**src/rtl/tone_period_detector.sv**
```systemverilog
// Measures clk cycles between toggles of an asynchronous square wave and reports
// each accepted interval, tone presence and a saturating glitch count.
//
// state      | meaning
// IDLE       | disabled, counter held at 0, outputs cleared
// WAIT_FIRST | waiting for a reference toggle, no reports
// MEASURE    | timing intervals between toggles and reporting them
module tone_period_detector #(
  parameter int PERIOD_WIDTH    = 24,
  parameter int MIN_HALF_PERIOD = 16,
  parameter int TIMEOUT_CLOCKS  = 12500000
) (
  input  logic                    clk,
  input  logic                    rst,
  input  logic                    enable,
  input  logic                    square_wave_in,
  output logic [PERIOD_WIDTH-1:0] tone_switch_period,
  output logic                    period_valid,
  output logic                    tone_present,
  output logic [7:0]              glitch_count
);

  localparam logic [PERIOD_WIDTH-1:0] TIMEOUT  = PERIOD_WIDTH'(TIMEOUT_CLOCKS);
  localparam logic [PERIOD_WIDTH-1:0] MIN_HALF = PERIOD_WIDTH'(MIN_HALF_PERIOD);
  localparam logic [PERIOD_WIDTH-1:0] ONE      = PERIOD_WIDTH'(1);

  typedef enum logic [1:0] {
    IDLE       = 2'd0,
    WAIT_FIRST = 2'd1,
    MEASURE    = 2'd2
  } state_t;

  state_t                  state, state_nxt;
  logic                    sync_meta, sync_out, sync_prev;
  logic [PERIOD_WIDTH-1:0] counter, counter_nxt;
  logic [PERIOD_WIDTH-1:0] period_nxt;
  logic                    valid_nxt, present_nxt;
  logic [7:0]              glitch_nxt;
  logic                    toggle, timeout;

  always_ff @(posedge clk) begin
    if (rst) begin
      sync_meta          <= 1'b0;
      sync_out           <= 1'b0;
      sync_prev          <= 1'b0;
      state              <= IDLE;
      counter            <= '0;
      tone_switch_period <= '0;
      period_valid       <= 1'b0;
      tone_present       <= 1'b0;
      glitch_count       <= 8'd0;
    end else begin
      sync_meta          <= square_wave_in;
      sync_out           <= sync_meta;
      sync_prev          <= sync_out;
      state              <= state_nxt;
      counter            <= counter_nxt;
      tone_switch_period <= period_nxt;
      period_valid       <= valid_nxt;
      tone_present       <= present_nxt;
      glitch_count       <= glitch_nxt;
    end
  end

  always_comb begin
    toggle  = sync_out ^ sync_prev;
    timeout = (counter >= TIMEOUT);

    state_nxt   = state;
    counter_nxt = timeout ? counter : counter + ONE;
    period_nxt  = tone_switch_period;
    valid_nxt   = 1'b0;
    present_nxt = tone_present;
    glitch_nxt  = glitch_count;

    if (!enable) begin
      state_nxt   = IDLE;
      counter_nxt = '0;
      period_nxt  = '0;
      present_nxt = 1'b0;
    end else begin
      case (state)
        IDLE: begin
          counter_nxt = '0;
          state_nxt   = WAIT_FIRST;
        end
        WAIT_FIRST: begin
          if (toggle) begin
            counter_nxt = ONE;
            state_nxt   = MEASURE;
          end else if (timeout) begin
            present_nxt = 1'b0;
            period_nxt  = '0;
          end
        end
        MEASURE: begin
          // a toggle landing on the timeout cycle still counts as a measurement
          if (toggle) begin
            counter_nxt = ONE;
            if (counter >= MIN_HALF) begin
              period_nxt  = counter;
              valid_nxt   = 1'b1;
              present_nxt = 1'b1;
            end else begin
              if (glitch_count != 8'hFF) glitch_nxt = glitch_count + 8'd1;
              state_nxt = WAIT_FIRST;
            end
          end else if (timeout) begin
            present_nxt = 1'b0;
            period_nxt  = '0;
            state_nxt   = WAIT_FIRST;
          end
        end
        default: begin
          state_nxt   = IDLE;
          counter_nxt = '0;
        end
      endcase
    end
  end

endmodule

```
**config.mk**
```make
export PLATFORM = sky130hd
export DESIGN_NAME = tone_period_detector
export DESIGN_NICKNAME = d
export VERILOG_FILES = /design/src/rtl/tone_period_detector.sv
export SDC_FILE = /design/constraint.sdc
export NUM_CORES = 1
export LEC_CHECK = 0
export ABC_AREA = 1
export BUFFER_PORTS_ARGS = -buffer_cell sky130_fd_sc_hd__buf_4
export CORE_MARGIN = 10
export CORE_UTILIZATION = 40
export DETAILED_ROUTE_END_ITERATION = 10
export GPL_TIMING_DRIVEN = 0
export MAX_ROUTING_LAYER = met4
export PLACE_DENSITY_LB_ADDON = 0.15
export SLEW_MARGIN = 20
export SYNTH_ARGS = -nofsm -noshare
export SYNTH_HDL_FRONTEND = slang
export SYNTH_SLANG_ARGS = --single-unit
```
**constraint.sdc**
```tcl
create_clock -name clk -period 3.45 [get_ports clk]
set_input_delay 0.345 -clock clk [delete_from_list [all_inputs] [get_ports clk]]
set_output_delay 0.345 -clock clk [all_outputs]
set_load 0.02 [all_outputs]
```
Word-level counts from Yosys, hierarchy flattened

Cells that the tools add are included.

Flip-flop bits (word level): 63
Latch bits: 0
Word-level logic and storage cells: 57
ROM bits: 0
Memories: 0
Bits in writable memories: 0
Bits of input ports: 4

Divide/modulo/power cells: 0
Equality and inequality tests: 9
Shifts and indexed selects: 0
Reduce and logical (&&, ||, !) cells: 10
Multipliers: 0
Multiplexer cells: 18
Bitwise gates (word level): 6
Order comparisons: 2
$add $sub $neg: 2

Operator list:

| kind                    | count |
|---|---|
| $mux W24                | 4 |
| $pmux W24 S2            | 1 |
| $add A24 B1 Y24 const B | 1 |
| $ge A24 B24 Y1 const B  | 1 |
| $ge A24 B5 Y1 const B   | 1 |
| $ne A3 B3 Y1 const B    | 3 |
| $add A8 B1 Y8 const B   | 1 |
| $mux W2                 | 4 |
| $ne A8 B8 Y1 const B    | 1 |
| $reduce_or A4 Y1        | 2 |
| $mux W1                 | 7 |
| $ne A2 B2 Y1 const B    | 3 |
| $pmux W2 S3             | 1 |
| $reduce_and A3 Y1       | 2 |
| $not A1 Y1              | 5 |
| $reduce_and A5 Y1       | 1 |
| $reduce_or A2 Y1        | 2 |
| $reduce_or A3 Y1        | 1 |
| $eq A2 B1 Y1 const B    | 1 |
| $eq A2 B2 Y1 const B    | 1 |
| $logic_not A2 Y1        | 1 |
| $pmux W1 S2             | 1 |
| $reduce_bool A2 Y1      | 1 |
| $xor A1 B1 Y1           | 1 |

Logic depth before layout (Yosys ltp)

Gate-level depths: netlist of the first run.

Depth after elaboration: 4
Depth in mapped cells: 11
Gate-level depth less buffers: 10

Worst setup path before layout of the first run

Ideal clock, no wire load.

Kind: flip-flop to flip-flop
Start point: register counter[0]
End point: register counter[14]
Period minus slack after synthesis: 1546 ps
Arrival time: 1482 ps
Setup time: 64 ps
Stages on the path, launching flop included: 10
Path slack: 1904 ps
Data required time: 3386 ps
Path through: dfxtp_1 -> ha_1 -> inv_1 -> nor2_1 -> nand2_1 -> nor2_1 -> nand2_1 -> o21ai_0 -> nand2_1 -> nor2_1

Longest elaborated chain between the ends: 1

RTL lines:

| item                                                     | RTL line | text |
|---|---|---|
| from (decl)                                              | 35       | `logic [PERIOD_WIDTH-1:0] counter, counter_nxt;` |
| from (signal assigned)                                   | 57       | `counter <= counter_nxt;` |
| $add A24 B1 Y24 / $ge A24 B24 Y1 (equally long branches) | 70, 67   |  |

Parallel ways exist; a longest one is shown, timed or not.
A chain may end at the register's enable or synchronous reset.

Worst setup path in the final report of the first run

Ends and elaborated chain as after synthesis.

==> results of run 1 <==
-- final timing paths --
kind	depth (start not counted)	endpoint	slack, ps	startpoint
worst max-delay path	9	counter[14]	1460	counter[0]
worst min-delay path	3	sync_meta	200	square_wave_in
worst max register to register	9	counter[14]	1460	counter[0]
worst min register to register	2	sync_out	410	sync_meta
-- placed cells by master, fill, tap and decap left out, drive strengths merged, types with 5 or more instances in the layout --
cell type  count
dfxtp         63
clkbuf        13
inv           88
ha             7
a21oi         28
xor2          12
nor2         107
nand4          8
buf           45
nor3           5
o21ai         38
nand2        151
nand3         17
-- registers in the layout, indices dropped and copies added, names as in the netlist --
name	count
glitch_count	8
counter	24
sync_prev	1
sync_meta	1
period_valid	1
state	2
tone_present	1
sync_out	1
tone_switch_period	24
-- cell families (layout without fill, tap and decap cells) --
| logic type | Yosys count | in the layout | synth area share, % |
|---|---|---|---|
| and+or+nand+nor | 290 | 290 | 35.35 |
| buffers and inverters | 99 | 152 | 12.11 |
| AOI/OAI and AO/OA | 70 | 70 | 10.41 |
| DFF | 63 | 63 | 36.55 |
| xor gates and xnor gates | 12 | 12 | 3.046 |
| adders and majority gates | 7 | 7 | 2.538 |
-- layout make-up --
class	instances	share of cell area (%)
Multi-Input combinational cell	379	43.17
Sequential cell	63	30.73
Inverter	87	7.957
Timing Repair Buffer	37	6.768
Tap cell	105	3.201
Clock buffer	9	3.018
Clock inverter	7	2.927
Buffer	12	2.226
-- metrics by stage --
stage	power [uW]	cells	hold WS [ps]	util (%)
final	1590	699	197.5	49.45
after global routing	1638	699	198.6	49.45
after CTS	1603	699	190.3	49.45
after global placement	803.1	683	389.0	46.51
after floorplan	788.3	541	388.3	-
after detailed placement	804.3	683	397.6	46.51
-- per-layer routing --
layer	GRT usage, %	vias up	share of wire, %
met5	-	-	0
met4	5.161	0	1.6
met3	3.751	12	5.4
met2	21.66	83	43
met1	18.65	1477	50
li1	-	1749	-
-- worst register-to-register path: cells and delay by family (launching register included) --
kind                     cells  cell delay, ps
AND/OR/NAND/NOR              6             930
buffers and inverters        1             110
adder cells (fa/ha/maj)      1             270
AO/OA/AOI/OAI                1             170
flip-flops                   1             450
-- power groups by stage --
| stage | registers (uW) | clock network [uW] | logic, uW |
|---|---|---|---|
| final | 735 | 802 | 52.6 |
| after global placement | 751 | 0 | 51.8 |
| after floorplan | 751 | 0 | 37.5 |
| after global routing | 735 | 843 | 59.9 |
| after detailed placement | 752 | 0 | 52.7 |
| after CTS | 735 | 815 | 53.0 |
==> results.md, run 1 <==
- Status: finished, final reports clean
- Most used DFF post-synth: dfxtp_1
- TritonRoute pass-1 iters: 5
- Fin crit period: 1992 ps
- Power share of the clock group: 50.5%
- Clk buf depth: 2
- Slew Limit Fails: 0
- GRT overflow: 0
- Clk_lat worst skew: 350 ps
- Max Fclk: around 0.5 GHz
- Layout cell share with drive strength beyond 1: around 13%
- Max-cap viol count: 0
- Fin. Hold Viols: 0
- Delay-heaviest family, CP: simple AND/OR/NAND/NOR gates
- Row count: 33
- Unique masters post-synth: 25
- Clk sink count: 63
- CP peak stage delay: 450 ps
- Initial antenna violation count: 0
- Seq pwr share: 46.2%
- Worst setup EP type: flip-flop
- Overall Global Routing Usage: 14.57%
- Vias: about 3300
- Logic pwr share: approximately 3.3%
- TNS Setup: 0 ps
- # setup viols final: 0
- Post-CTS setup buffers: 0
- Pwr Density: 387.4 nW/um2
- Syn Inst Count: 541
- CTS tree: done
- Cell Area, Placed: 3860 um2
- Synth area leader: dfxtp_1
- Mapped Area: 3451 um2
- Area of the multi-input gates: 1772 um2
- Post-synth top area share: 36.55%
- Crit start category: flip-flop
- Post-synthesis sequential area ratio: 36.55%
- Vias per cell: 4.751
- Number of buffers created by CTS: 9
- H-Tree Depth: 3
- Post-cts resize count: 0
- Crit-path slowest cell: dfxtp_1
- Clock Pin Slew Worst Setup and Hold Paths: approximately 80 ps
- Ys async rst share: 0%
- Sw power: 358.6 uW
- Core area: 8299 um2
- Tcrit/Tclk final: 57.73%
- CP Data Arrival Time: 2270 ps
- Io pins: 38
- P_int: roughly 1200 uW
- Drt initial violations: 195
- Yosys warning count: 0
- Mean Syn Cell Area: about 6.4 um2
- Initial Utilization: approximately two fifths
- Peak VDD IR: 206.6 uV
- Final Wtd Congestion: 0.8697
- RSZ-0062 raised after global routing: false
- Rel. slew slack: 61.12%
- Post-DP HPWL: about 7 mm
- Routed Wire Length: ~9.1 mm
- P_leak: around 0.0016 uW
- Worst Skew: 8.302 ps
- Register bit total from synthesis: 63
- CP required: 3730 ps
- DP Worst Slack: 1532 ps
- Nets: 600
- Fin area: 4104 um2
- Hold_buf cts: 0
- Root buffer cell: clkbuf_8
- Synth-to-layout area growth: 18.93%
- Drt drc: 0
- Synth area leaders: dfxtp_1 37%, nand2_1 16%, nor2_1 11%
- Avg WL per Cell: 12.95 um
- Switching portion of total power: 22.55%
- Most frequent cells after synthesis: 148 x nand2_1, 100 x nor2_1, 85 x inv_1
- Ant. Diodes: 0
- Count leader, synth: nand2_1
- Setup WS post-layout: 1458 ps
- Post-synth EDFFs: 0
- Critical Path Fanout Max: 5
- CP Buf/Inv Count: 1
- Die width: 112.9 um
- Worst Max-Slew Pin Slew: slightly below 600 ps
- Die area: roughly 13000 um2
- Vias in the first global route: 3154
- Crit Path Class: flip-flop to flip-flop
- First-pass GRT wire length: 15.06 mm
- IO buf count: 37
- Syn nets: 552
- DRT antenna net count: 0
- Largest net degree at the start of global routing: 13
- Reg area: 1261 um2
- Crit-path cells: ha_1 > inv_1 > nor2_1 > nand2_1 > nor2_1 > nand2_1 > o21ai_0 > nand2_1 > nor2_1
- Die height: 112.9 um
- Worst min path class: primary input to flip-flop
- # fillers: 877
Power figures use the tool's default switching activity.
==> inputs of run 2 (changes only) <==
--- a/config.mk
+++ b/config.mk
@@ -5,7 +5,7 @@
 export SDC_FILE = /design/constraint.sdc
 export NUM_CORES = 1
 export LEC_CHECK = 0
-export ABC_AREA = 1
+export ABC_AREA = 0
 export BUFFER_PORTS_ARGS = -buffer_cell sky130_fd_sc_hd__buf_4
 export CORE_MARGIN = 10
 export CORE_UTILIZATION = 40
==> constraint.sdc (replaced) <==
create_clock -name clk -period 1.83 [get_ports clk]
set_input_delay 0.183 -clock clk [delete_from_list [all_inputs] [get_ports clk]]
set_output_delay 0.183 -clock clk [all_outputs]
set_load 0.02 [all_outputs]
==> run 2 against run 1 <==
Against the previous run:
- the run now ends with negative setup slack left
- area after synthesis is 16% lower
- critical endpoint is now glitch_count[7]
- synthesized cell count fell by 40%
- core utilization is 11 points higher
- first-iteration DRC count shrank 13%
- cell area grew 4.9%
==> results.md, run 2 <==
- Ant. Diodes: 0 (unchanged)
- Die height: 105.4 um (-6.7%)
- Syn nets: 336 (-39%)
- Final Wtd Congestion: 0.8573 (-1.4%)
- P_leak: 0.001662 uW (+3.7%)
- Failing checks: negative setup slack
- Mapped Area: 2914 um2 (-16%)
- Post-synth top area share: 43.28% (+6.7 points)
- Synth area leaders: dfxtp_1 43%, mux2i_1 10%, nor2_1 5.4%
- Worst Max-Slew Pin Slew: 556.2 ps (-27.05 ps)
- Routed Wire Length: 7.666 mm (-15%)
- Core area: 7176 um2 (-14%)
- Drt initial violations: 169 (-13%)
- Fin crit period: 2033 ps (+40.84 ps)
- Top Registers: counter: 24 flops, tone_switch_period: 24 flops, glitch_count: 8 flops
- End-of-flow core utilization: 60.02% (+11 points)
- Peak VDD IR: 480.3 uV (+130%)
- RSZ-0062 raised after global routing: true
- Commonest non-fill, non-tap cell in the layout: buf_4
- CP Buf/Inv Count: 0 (-1)
- # setup viols final: 36 (+36)
- DP Worst Slack: -449.5 ps (-1982 ps)
- First-pass GRT wire length: 12.32 mm (-18%)
- Synth-to-layout area growth: 47.79%
- Most used DFF post-synth: dfxtp_1
- Delay-heaviest family, CP: simple AND/OR/NAND/NOR gates
- Largest net degree at the start of global routing: 11 (-2)
- Mean Syn Cell Area: 8.966 um2 (+41%)
- Tcrit/Tclk final: 111.1% (+53 points)
- Max Fclk: 0.4920 GHz (-2.0%)
- Synth area leader: dfxtp_1
- Critical Path Fanout Max: 7 (+2)
- Syn Inst Count: 325 (-40%)
- Post-DP HPWL: 5.043 mm (-28%)
- Initial Utilization: 40.61% (-0.97 points)
- Root buffer cell: clkbuf_8
- Hold_buf cts: 0 (unchanged)
- CTS tree: done
- Status: finished with violations
- Layout cell share with drive strength beyond 1: 42.96% (+30 points)
- DRT antenna net count: 0 (unchanged)
- IO buf count: 37 (unchanged)
- Unique masters post-synth: 45 (+80%)
- CP Data Arrival Time: 2310 ps (+40 ps)
- Die width: 105.4 um (-6.7%)
- Overall Global Routing Usage: 13.84% (-0.73 points)
- Rel. slew slack: 62.92% (+1.8 points)
- TritonRoute pass-1 iters: 5 (unchanged)
- Yosys warning count: 0 (unchanged)
- Post-synth EDFFs: 0 (unchanged)
- Max-cap viol count: 0 (unchanged)
- Row count: 31 (-6.1%)
- Fin. Hold Viols: 0 (unchanged)
- Most frequent cells in the layout: 57 x buf_4, 43 x dfxtp_1, 31 x nor2_1
- Number of buffers created by CTS: 9 (unchanged)
- Vias: 2652 (-20%)
- Slew Limit Fails: 0 (unchanged)
- Post-synthesis sequential area ratio: 43.28% (+6.7 points)
- Vias per cell: 5.262 (+11%)
- Vias in the first global route: 2487 (-21%)
- Clock Pin Slew Worst Setup and Hold Paths: 70 ps (about the same)
- Io pins: 38 (unchanged)
- Crit-path cells: nor4_4 > nand4_4 > or3_4 > or4_4 > a21oi_2
- Worst setup EP type: flip-flop
- CP peak stage delay: 490 ps (+40 ps)
- CP required: 2110 ps (-1620 ps)
- Crit Path Class: flip-flop to flip-flop
- GRT overflow: 0 (unchanged)
- Crit start category: flip-flop
- Count leader, synth: dfxtp_1
- Most frequent cells after synthesis: 63 x dfxtp_1, 42 x nor2_1, 29 x mux2i_1
- Hold WS: 40.29 ps (-157.2 ps)
- Avg WL per Cell: 15.21 um (+17%)
- Setup WS post-layout: -202.6 ps (-1661 ps)
- Crit-path slowest cell: or4_4
- Clk sink count: 63 (unchanged)
- Initial antenna violation count: 0 (unchanged)
- Ys async rst share: 0% (unchanged)
- Register bit total from synthesis: 63 (unchanged)
- Clk_lat worst skew: 350 ps (about the same)
- Nets: 411 (-32%)
- H-Tree Depth: 3 (unchanged)
- Worst Skew: 6.243 ps (-2.058 ps)
- Worst min path class: primary input to flip-flop
- Drt drc: 0 (unchanged)
- Pwr Density: 661.1 nW/um2 (+71%)
- Die area: 11100 um2 (-13%)
- Clk buf depth: 2 (unchanged)
==> run 2: metal layers <==
layer	GRT usage (%)	vias up	part of all wire [%]
li1	-	1330	-
met1	17.50	1260	48
met3	3.471	14	4.1
met4	7.157	0	1.6
met5	-	-	0
met2	19.91	48	46
==> run 2: worst reg2reg max path: cells and delay by family, from the launching register on <==
| family | cells | cell delay (ps) |
|---|---|---|
| flip-flops | 1 | 370 |
| AO/OA/AOI/OAI | 1 | 120 |
| AND/OR/NAND/NOR | 4 | 1470 |
==> run 2: path summary, 6_finish.rpt <==
check	from	endpoint	slack, ps	depth (start not counted)
setup / recovery	counter[17]	glitch_count[7]	-200	5
hold / removal	rst	sync_prev	40	2
setup reg to reg	counter[17]	glitch_count[7]	-200	5
hold reg to reg	sync_meta	sync_out	440	1
==> run 2: kinds of logic after synthesis <==
family / share of synthesized area (%)
XOR/XNOR: 2.405
adder cells (fa/ha/maj): 3.005
flip-flops: 43.28
multiplexers: 10.35
AO/OA/AOI/OAI: 13.74
AND/OR/NAND/NOR: 23.31
buffers and inverters: 3.907
==> run 2: timing repair <==
action	in CTS	in global routing
endpoints found under the setup margin	53	55
gates cloned	2	1
buffers inserted	15	12
hold endpoints to repair	0	0
resized for setup	54	80
pin swaps	20	29
==> run 2: layout make-up <==
class,count,area (um2)
Inverter,10,37.54
Buffer,12,121.4
Timing Repair Buffer,66,563.0
Multi-Input combinational cell,238,1921
Tap cell,99,123.9
Clock inverter,3,65.06
Fill cell,614,2869
Sequential cell,63,1316
Clock buffer,13,158.9
==> run 2: metrics by stage <==
stage               setup TNS (ps)  std cells  area [um2]  total power (uW)
floorplan                   -136.6        325        2962              1463
global placement            -14900        461        3363              1486
detailed placement          -16130        461        3363              1487
CTS                          -3554        492        3901              2873
global route                 -6093        504        4307              2937
finish                       -2742        504        4307              2847
==> run 2: power breakdown <==
part	internal (uW)	switching, uW	leakage (uW)
sequential	1360	6.60	0.000522
clock	841	541	0.000114
combinational	41.3	58.6	0.00103
